$ cat src/rtl/counter_game_master.sv
// Host-side master for the counter game: loads one configuration, strobes INIT,
// steers ctrl while the game runs, tallies WINNER/LOSER pulses, cross-checks the
// reported WHO against those tallies and reports the outcome with a done pulse.
module counter_game_master #(
   parameter int unsigned COUNTER_SIZE   = 4,
   parameter int unsigned TALLY_MAX      = 15,
   parameter int unsigned TIMEOUT_CYCLES = 1024
) (
   input  logic                    clk,
   input  logic                    rst_l,
   input  logic                    cmd_valid,
   output logic                    cmd_ready,
   input  logic [COUNTER_SIZE-1:0] cmd_load,
   input  logic [1:0]              cmd_ctrl,
   input  logic                    cmd_bounce,
   input  logic                    abort,
   output logic                    INIT,
   output logic [COUNTER_SIZE-1:0] loadValue,
   output logic [1:0]              ctrl,
   input  logic [1:0]              WHO,
   input  logic                    LOSER,
   input  logic                    WINNER,
   input  logic                    GAMEOVER,
   output logic                    done,
   output logic [1:0]              result_who,
   output logic [COUNTER_SIZE-1:0] win_tally,
   output logic [COUNTER_SIZE-1:0] lose_tally,
   output logic                    mismatch,
   output logic                    timeout
);

   localparam int unsigned WdW = (TIMEOUT_CYCLES > 1) ? $clog2(TIMEOUT_CYCLES) : 1;
   localparam logic [WdW-1:0] WdLast = WdW'(TIMEOUT_CYCLES - 1);
   localparam logic [COUNTER_SIZE-1:0] TallySat = '1;
   localparam logic [COUNTER_SIZE-1:0] TallyTarget = COUNTER_SIZE'(TALLY_MAX);

   typedef enum logic [1:0] {StIdle, StInitPulse, StRun, StReport} state_e;

   state_e state_q, state_d;

   logic [COUNTER_SIZE-1:0] load_q;
   logic [1:0]              ctrl_q;
   logic                    bounce_q;
   logic [COUNTER_SIZE-1:0] win_q, lose_q;
   logic [1:0]              who_q;
   logic                    mismatch_q;
   logic                    timeout_q;
   logic [WdW-1:0]          wd_q;

   logic [COUNTER_SIZE-1:0] next_win, next_lose;
   logic [1:0]              exp_who;
   logic                    wd_expired;

   // Saturating tally increments and the WHO value the tallies predict.
   always_comb begin
      next_lose = (lose_q == TallySat) ? lose_q : lose_q + COUNTER_SIZE'(LOSER);
      next_win  = (win_q == TallySat) ? win_q : win_q + COUNTER_SIZE'(WINNER);
      exp_who   = 2'b00;
      if (next_lose == TallyTarget) begin
         exp_who = 2'b01;
      end else if (next_win == TallyTarget) begin
         exp_who = 2'b10;
      end
      wd_expired = (wd_q == WdLast);
   end

   // State register.
   always_ff @(posedge clk or posedge rst_l) begin
      if (rst_l) begin
         state_q <= StIdle;
      end else begin
         state_q <= state_d;
      end
   end

   // Next-state logic; abort outranks GAMEOVER, which outranks the watchdog.
   always_comb begin
      state_d = state_q;
      unique case (state_q)
         StIdle:      if (cmd_valid) state_d = StInitPulse;
         StInitPulse: state_d = abort ? StIdle : StRun;
         StRun: begin
            if (abort) begin
               state_d = StIdle;
            end else if (GAMEOVER || wd_expired) begin
               state_d = StReport;
            end
         end
         StReport:    state_d = StIdle;
         default:     state_d = StIdle;
      endcase
   end

   // State-decoded outputs.
   always_comb begin
      cmd_ready = (state_q == StIdle);
      INIT      = (state_q == StInitPulse);
      done      = (state_q == StReport);
   end

   // Game datapath: configuration capture, tallies, WHO check and watchdog.
   always_ff @(posedge clk or posedge rst_l) begin
      if (rst_l) begin
         load_q     <= '0;
         ctrl_q     <= '0;
         bounce_q   <= 1'b0;
         win_q      <= '0;
         lose_q     <= '0;
         who_q      <= '0;
         mismatch_q <= 1'b0;
         timeout_q  <= 1'b0;
         wd_q       <= '0;
      end else begin
         case (state_q)
            StIdle: begin
               if (cmd_valid) begin
                  load_q     <= cmd_load;
                  ctrl_q     <= cmd_ctrl;
                  bounce_q   <= cmd_bounce;
                  win_q      <= '0;
                  lose_q     <= '0;
                  who_q      <= '0;
                  mismatch_q <= 1'b0;
                  timeout_q  <= 1'b0;
               end
            end
            StInitPulse: begin
               wd_q <= '0;
            end
            StRun: begin
               // An aborted game leaves every result untouched.
               if (!abort) begin
                  win_q  <= next_win;
                  lose_q <= next_lose;
                  wd_q   <= wd_q + WdW'(1);
                  if (LOSER && WINNER) begin
                     mismatch_q <= 1'b1;
                  end
                  if (bounce_q && (LOSER || WINNER)) begin
                     ctrl_q[1] <= ~ctrl_q[1];
                  end
                  if (GAMEOVER) begin
                     who_q <= WHO;
                     if (WHO != exp_who) begin
                        mismatch_q <= 1'b1;
                     end
                  end else if (wd_expired) begin
                     timeout_q <= 1'b1;
                     who_q     <= 2'b00;
                  end
               end
            end
            default: ;
         endcase
      end
   end

   assign loadValue  = load_q;
   assign ctrl       = ctrl_q;
   assign result_who = who_q;
   assign win_tally  = win_q;
   assign lose_tally = lose_q;
   assign mismatch   = mismatch_q;
   assign timeout    = timeout_q;

endmodule

$ cat config.mk
export PLATFORM = sky130hd
export DESIGN_NAME = counter_game_master
export DESIGN_NICKNAME = d
export VERILOG_FILES = /design/src/rtl/counter_game_master.sv
export SDC_FILE = /design/constraint.sdc
export NUM_CORES = 1
export LEC_CHECK = 0
export BUFFER_PORTS_ARGS = -buffer_cell sky130_fd_sc_hd__buf_2
export CAP_MARGIN = 0
export CELL_PAD_IN_SITES_DETAIL_PLACEMENT = 1
export CELL_PAD_IN_SITES_GLOBAL_PLACEMENT = 2
export CORE_MARGIN = 4
export CORE_UTILIZATION = 30
export CTS_BUF_LIST = sky130_fd_sc_hd__clkbuf_8
export CTS_CLUSTER_SIZE = 14
export DETAILED_ROUTE_END_ITERATION = 8
export PLACE_DENSITY = 0.82
export SLEW_MARGIN = 20
export SYNTH_ARGS = -nofsm -noshare
export SYNTH_HDL_FRONTEND = slang
export SYNTH_SLANG_ARGS = --single-unit
$ cat constraint.sdc
create_clock -name clk -period 1.7 [get_ports clk]
set_input_delay 0.255 -clock clk [delete_from_list [all_inputs] [get_ports clk]]
set_output_delay 0.255 -clock clk [all_outputs]
set_load 0.05 [all_outputs]
==> results of run 1 <==
==> what timing repair did <==
| action | CTS | global route |
|---|---|---|
| hold endpoints to repair | 0 | 0 |
| cloned | 0 | 0 |
| resized for setup | 1 | 3 |
| pin swaps | 0 | 1 |
| setup endpoints to repair | 1 | 3 |
==> Yosys cell counts (2+ instances only) <==
library cell,instances,share of area [%]
a21oi_1,11,3.3
a22o_1,2,1.1
a31o_2,2,1.1
a31oi_1,2,0.76
and2_1,6,2.3
and3_1,3,1.1
and4_1,3,1.6
clkbuf_1,4,0.91
dfrtp_1,31,47
ha_1,5,3.8
inv_1,4,0.91
mux2_2,2,1.4
nand2_1,29,6.6
nand3_1,4,1.2
nand4_1,8,3.0
nor2_1,21,4.8
nor2b_1,2,0.76
nor3_1,4,1.2
o21ai_0,9,2.7
or3b_1,2,1.1
xnor2_1,3,1.6
xor2_1,3,1.6
==> routing by layer <==
metal  track usage (%)  vias up  part of all wire (%)
li1                  -      729                     -
met1              17.0      726                    44
met5                 0        -                     0
met3              4.66        2                   6.4
met2              27.0       30                    49
met4              2.49        0                  0.36
==> worst max path at each step <==
stage	start	endpoint
after floorplan	win_tally[0]$_DFFE_PP0P_	mismatch$_DFFE_PP0P_
after global placement	win_tally[0]$_DFFE_PP0P_	mismatch$_DFFE_PP0P_
after detailed placement	win_tally[0]$_DFFE_PP0P_	mismatch$_DFFE_PP0P_
after CTS	lose_tally[0]$_DFFE_PP0P_	mismatch$_DFFE_PP0P_
after global routing	win_tally[0]$_DFFE_PP0P_	mismatch$_DFFE_PP0P_
final	win_tally[0]$_DFFE_PP0P_	mismatch$_DFFE_PP0P_
==> state kept, by name, summed over array words and instances (netlist names) <==
register    flops
result_who      2
lose_tally      4
mismatch        1
loadValue       4
win_tally       4
ctrl            2
state_q         2
bounce_q        1
timeout         1
wd_q           10
==> layout by cell type (no fill, tap or decap), drive strengths merged, types with 2 or more instances in the layout <==
| cell type | Yosys | routed |
|---|---|---|
| and3 | 3 | 3 |
| nand2 | 29 | 29 |
| nand4 | 8 | 8 |
| ha | 5 | 5 |
| nor2 | 21 | 21 |
| mux2 | 2 | 2 |
| and4 | 3 | 3 |
| a22o | 2 | 2 |
| xnor2 | 3 | 3 |
| a31oi | 2 | 2 |
| nor3b | 2 | 2 |
| buf | 2 | 46 |
| and2 | 6 | 6 |
| inv | 4 | 4 |
| a31o | 2 | 2 |
| nor2b | 2 | 2 |
| o21ai | 9 | 9 |
| clkbuf | 4 | 6 |
| nand3 | 4 | 4 |
| a21oi | 11 | 11 |
| nor3 | 5 | 5 |
| xor2 | 3 | 3 |
| or3b | 2 | 2 |
| dfrtp | 31 | 31 |
==> through the flow <==
stage | instance area (µm²) | hold slack, ps | TNS [ps]
2_1_floorplan | 1690 | 318 | -32.0
3_5_place_dp | 2010 | 371 | 0
3_3_place_gp | 2010 | 369 | 0
6_report | 2140 | 46.4 | 0
5_1_grt | 2140 | 74.8 | -18.1
4_1_cts | 2130 | 61.4 | 0
==> worst max-delay path, cell delays in order, from the launching register on <==
cell and delay (ps):
dfrtp_2 450, ha_4 190, ha_4 260, and2_4 130, o2111ai_1 140, a31o_2 260, a32oi_1 160
==> kinds of logic (layout without fill, tap and decap cells) <==
| logic type | Yosys count | after routing |
|---|---|---|
| fa+ha+maj | 5 | 5 |
| xor+xnor | 6 | 6 |
| flops | 31 | 31 |
| compound gates | 35 | 35 |
| simple gates | 89 | 89 |
| mux | 2 | 2 |
| buf+inv | 10 | 58 |
==> power groups by stage <==
stage / logic [mW] / registers (mW) / clock network, mW
after floorplan: 0.649 / 1.50 / 0
after global placement: 1.51 / 1.07 / 0
after detailed placement: 1.53 / 1.08 / 0
after CTS: 1.54 / 1.07 / 0.789
after global routing: 1.67 / 1.10 / 0.826
final: 1.52 / 1.07 / 0.767
==> cell type report <==
| cell class | count | area, µm² |
|---|---|---|
| Timing Repair Buffer | 46 | 270 |
| Tap cell | 70 | 87.6 |
| Inverter | 4 | 15.0 |
| Clock buffer | 6 | 82.6 |
| Clock inverter | 2 | 35.0 |
| Multi-Input combinational cell | 137 | 867 |
| Sequential cell | 31 | 779 |
| Fill cell | 637 | 3070 |
==> impl_metrics.env, run 1 <==
export IMPL_first_iter_violations=34
export IMPL_pre_cts_ws_ps=39.8
export IMPL_ff2ff_setup_slack_ps=30
export IMPL_cp_arrival_ps=1870
export IMPL_finalCritPeriodShare_pct=98.3
export IMPL_grt_usage_pct=14.8
export IMPL_crit_required_ps=1900
export IMPL_nets=246
export IMPL_insertion_delay_ps=280
export IMPL_synth_compound_area_share_pct=13.8
export IMPL_end_kind="register"
export IMPL_yosys_register_bits=31
export IMPL_switching_share_pct=45.1
export IMPL_syn2layout_area_growth_pct=29.4
export IMPL_postCtsSetupBuffers=0
export IMPL_utilization_pct=41.1
export IMPL_setup_viol_count_final=0
export IMPL_status="finished clean"
export IMPL_power_internal_mw=1.84
export IMPL_p_switching_mw=1.51
export IMPL_final_cells=296
export IMPL_synth_distinct_cells=40
export IMPL_final_hold_violation_count=0
export IMPL_reg2reg_depth=6
export IMPL_htree_levels=2
export IMPL_dominantRegCellSynth="dfrtp_1"
export IMPL_critical_path_class="reg2reg"
export IMPL_crit_fanout=5
export IMPL_yosysSeqAreaShare_pct=47.0
export IMPL_rsz0062_at_grt="true"
export IMPL_grt_pass1_wl_um=7680
export IMPL_synth_xor_xnor_area_share_pct=3.18
export IMPL_synth_warnings=0
export IMPL_syn_nets=199
export IMPL_hold_class="in2async"
export IMPL_detail_route_antenna_nets=0
export IMPL_coreArea_mm2=0.00520
export IMPL_start_util_pct=31.7
export IMPL_p_clk_share_pct=22.9
export IMPL_synth_fa_ha_area_share_pct=3.79
export IMPL_r2r_end="mismatch$_DFFE_PP0P_"
export IMPL_tritoncts="built"
export IMPL_max_slew_margin_rel_pct=72.8
export IMPL_dp_hpwl_um=3350
export IMPL_p_seq_share_pct=31.9
export IMPL_cts_sinks=31
export IMPL_ios=37
export IMPL_grt_pass1_vias=1619
export IMPL_comb_power_share_pct=45.2
export IMPL_antenna_cells=0
export IMPL_clockBufferDepth=2
export IMPL_synth_edf_count=0
export IMPL_synthesis_area_mm2=0.00165
export IMPL_slew_viol_final=0
export IMPL_viasPerCell=5.02
export IMPL_max_slew_worst_pin_slew_ps=409
export IMPL_ctsHoldBuffers=0
export IMPL_syn_avg_cell_area_um2=9.28
export IMPL_synthMuxAreaShare_pct=1.36
export IMPL_wl_per_cell_um=15.1
export IMPL_grt_max_degree=32
export IMPL_drive_gt1_share_pct=31.4
export IMPL_place_inst=288
export IMPL_vdd_drop_max_v=0.000842
export IMPL_power_density_mw_per_mm2=1570
export IMPL_setup_ws_ps=28.5
export IMPL_syn_inst=178
export IMPL_synth_top_family_by_area="simple AND/OR/NAND/NOR gates"
export IMPL_r2r_start="win_tally[0]$_DFFE_PP0P_"
export IMPL_synthArstFlopShare_pct=100
export IMPL_min_period_ps=1670
export IMPL_fp_dieW_um=82.2
export IMPL_drt_wl_total_um=4460
export IMPL_antenna_found_initial=0
export IMPL_fmax_ghz=0.598
export IMPL_drv_cap=0
export IMPL_clk_pin_slew_worst_paths_ps=70
export IMPL_port_buffers=36
export IMPL_cts_made_buffers=5
export IMPL_power_mw=3.35
export IMPL_synth_simple_gate_area_share_pct=28.1
export IMPL_gr_total_overflow=0
export IMPL_first_pass_iters=4
export IMPL_cts_root_buf="clkbuf_8"
export IMPL_leakage_nw=1.06
export IMPL_finClkSkew_ps=6.23
export IMPL_gp_congestion=0.751
export IMPL_vias=1487
export IMPL_die_h_um=82.2
export IMPL_rows=26
export IMPL_cp_start_kind="register"
export IMPL_drc=0
export IMPL_dieArea_mm2=0.00676
(Power assumes the default switching activity.)
==> run 2: changes to the inputs <==
BUFFER_PORTS_ARGS = unset   (was -buffer_cell sky130_fd_sc_hd__buf_2)
CORE_UTILIZATION = 35   (was 30)
DONT_BUFFER_PORTS = 1   (was unset)
PLACE_DENSITY = 0.81   (was 0.82)
==> run 2 against run 1 <==
  * Register-to-register slack gained 20 ps
  * Wire length grew 1.8%
  * Clock power shrank 22%
  * Critical path type unchanged
  * Via count fell by 3.0%
  * Largest power group is now registers
  * Setup slack improved by 22 ps
  * Sequential share of layout area up 1.8 points
  * Die area shrank 13%
  * Critical path depth unchanged
  * Maximum frequency increased by 1.3%
  * Non-clock buffer count shrank 21
  * Highest routed layer unchanged
  * Worst hold slack worse by 15 ps
  * Largest cell class unchanged
  * Clock skew up 1.6 ps
  * Critical endpoint unchanged
==> impl_metrics.env, run 2 (synthesis results as in run 1) <==
export IMPL_status="finished clean"
export IMPL_grt_pass1_wl_um=7620
export IMPL_vdd_drop_max_v=0.000856
export IMPL_grt_max_degree=19
export IMPL_max_slew_margin_rel_pct=59.8
export IMPL_antenna_cells=0
export IMPL_first_iter_violations=59
export IMPL_gp_congestion=0.800
export IMPL_gr_total_overflow=0
export IMPL_critical_path_class="reg2reg"
export IMPL_die_h_um=76.7
export IMPL_cts_made_buffers=5
export IMPL_wl_per_cell_um=17.7
export IMPL_clockBufferDepth=2
export IMPL_drive_gt1_share_pct=24.4
export IMPL_start_util_pct=36.9
export IMPL_power_mw=3.16
export IMPL_vias=1443
export IMPL_layout_common_cells="nand2_1, dfrtp_1, buf_4"
export IMPL_htree_levels=2
export IMPL_pre_cts_ws_ps=34.7
export IMPL_crit_fanout=3
export IMPL_hold_class="in2reg"
export IMPL_setup_ws_ps=50.7
export IMPL_min_period_ps=1650
export IMPL_syn2layout_area_growth_pct=23.3
export IMPL_detail_route_antenna_nets=0
export IMPL_antenna_found_initial=0
export IMPL_drc=0
export IMPL_viasPerCell=5.61
export IMPL_met3_wirelength_um=189
export IMPL_clk_pin_slew_worst_paths_ps=70
export IMPL_tritoncts="built"
export IMPL_power_density_mw_per_mm2=1550
export IMPL_fp_dieW_um=76.7
export IMPL_leakage_nw=0.962
export IMPL_slew_viol_final=0
export IMPL_rows=24
export IMPL_port_buffers=0
export IMPL_hold_slack_ps=31.0
export IMPL_wl_met2_um=2420
export IMPL_layout_cells_most_common="nand2_1"
export IMPL_rsz0062_at_grt="false"
export IMPL_setup_viol_count_final=0
export IMPL_cts_root_buf="clkbuf_8"
export IMPL_drt_wl_total_um=4540
export IMPL_largest_reg_flops=10
export IMPL_ios=37
export IMPL_fmax_ghz=0.606
export IMPL_final_cells=257
export IMPL_grt_pass1_vias=1556
export IMPL_max_slew_worst_pin_slew_ps=603
export IMPL_nets=225
export IMPL_first_pass_iters=3
export IMPL_finClkSkew_ps=7.83
export IMPL_dieArea_mm2=0.00588
export IMPL_fillers=530
export IMPL_coreArea_mm2=0.00447
export IMPL_grt_usage_pct=16.1
export IMPL_cts_sinks=31
export IMPL_dp_hpwl_um=3470
export IMPL_final_hold_violation_count=0
export IMPL_highest_layer="met4"
export IMPL_tns_ps=0
export IMPL_wl_met1_um=1880
export IMPL_cp_start_kind="register"
export IMPL_crit_required_ps=1900
export IMPL_cp_arrival_ps=1850
export IMPL_finalCritPeriodShare_pct=97.0
export IMPL_place_inst=247
export IMPL_drv_cap=0
export IMPL_max_flop_register="wd_q"
export IMPL_end_kind="register"
export IMPL_insertion_delay_ps=280
==> run 2: stage by stage <==
step	instance area, µm²	util, %
2_1_floorplan	1690	-
3_3_place_gp	1910	42.7
3_5_place_dp	1910	42.7
4_1_cts	2010	44.9
5_1_grt	2040	45.5
6_report	2040	45.5
==> run 2: worst paths after layout <==
| kind | startpoint | endpoint | slack [ps] | depth (start not counted) |
|---|---|---|---|---|
| worst max-delay path | win_tally[0]$_DFFE_PP0P_ | mismatch$_DFFE_PP0P_ | 50 | 6 |
| worst min-delay path | abort | state_q[1]$_DFFE_PP0P_ | 30 | 1 |
| worst max register to register | win_tally[0]$_DFFE_PP0P_ | mismatch$_DFFE_PP0P_ | 50 | 6 |
| worst min register to register | bounce_q$_DFFE_PP0P_ | bounce_q$_DFFE_PP0P_ | 490 | 2 |
| max in group asynchronous | rst_l | wd_q[5]$_DFFE_PP0P_ | 700 | 3 |
| min in group asynchronous | rst_l | lose_tally[1]$_DFFE_PP0P_ | 480 | 2 |
==> run 2: layer usage <==
| metal | vias up | track usage [%] |
|---|---|---|
| met3 | 7 | 4.45 |
| li1 | 685 | - |
| met5 | - | 0 |
| met1 | 730 | 19.4 |
| met4 | 0 | 3.80 |
| met2 | 21 | 28.4 |
==> run 2: power breakdown <==
part           switching (mW)  internal (mW)
logic                   0.837          0.441
registers               0.382          0.906
clock network           0.275          0.320
total                    1.49           1.67
==> run 2: repair_timing <==
action	CTS	global route
buffers inserted	0	1
endpoints found under the hold margin	13	0
hold buffers	1	0
resized for setup	0	5
setup endpoints to repair	0	4
==> run 2: critical path, stage by stage (launching register included) <==
cell and delay (ps):
dfrtp_2 420, ha_4 190, ha_4 170, xor2_2 210, o2111ai_2 170, a31o_2 260
a32oi_1 160
==> run 2: cell type report <==
type | count | area (µm²) | share of cell area, %
clock buffers | 6 | 82.6 | 4.05
clock inverters | 2 | 8.76 | 0.430
inverters | 4 | 15.0 | 0.737
multi-input cells | 137 | 883 | 43.4
flip-flops and latches | 31 | 779 | 38.3
well taps | 52 | 65.1 | 3.19
repair buffers | 25 | 203 | 9.95
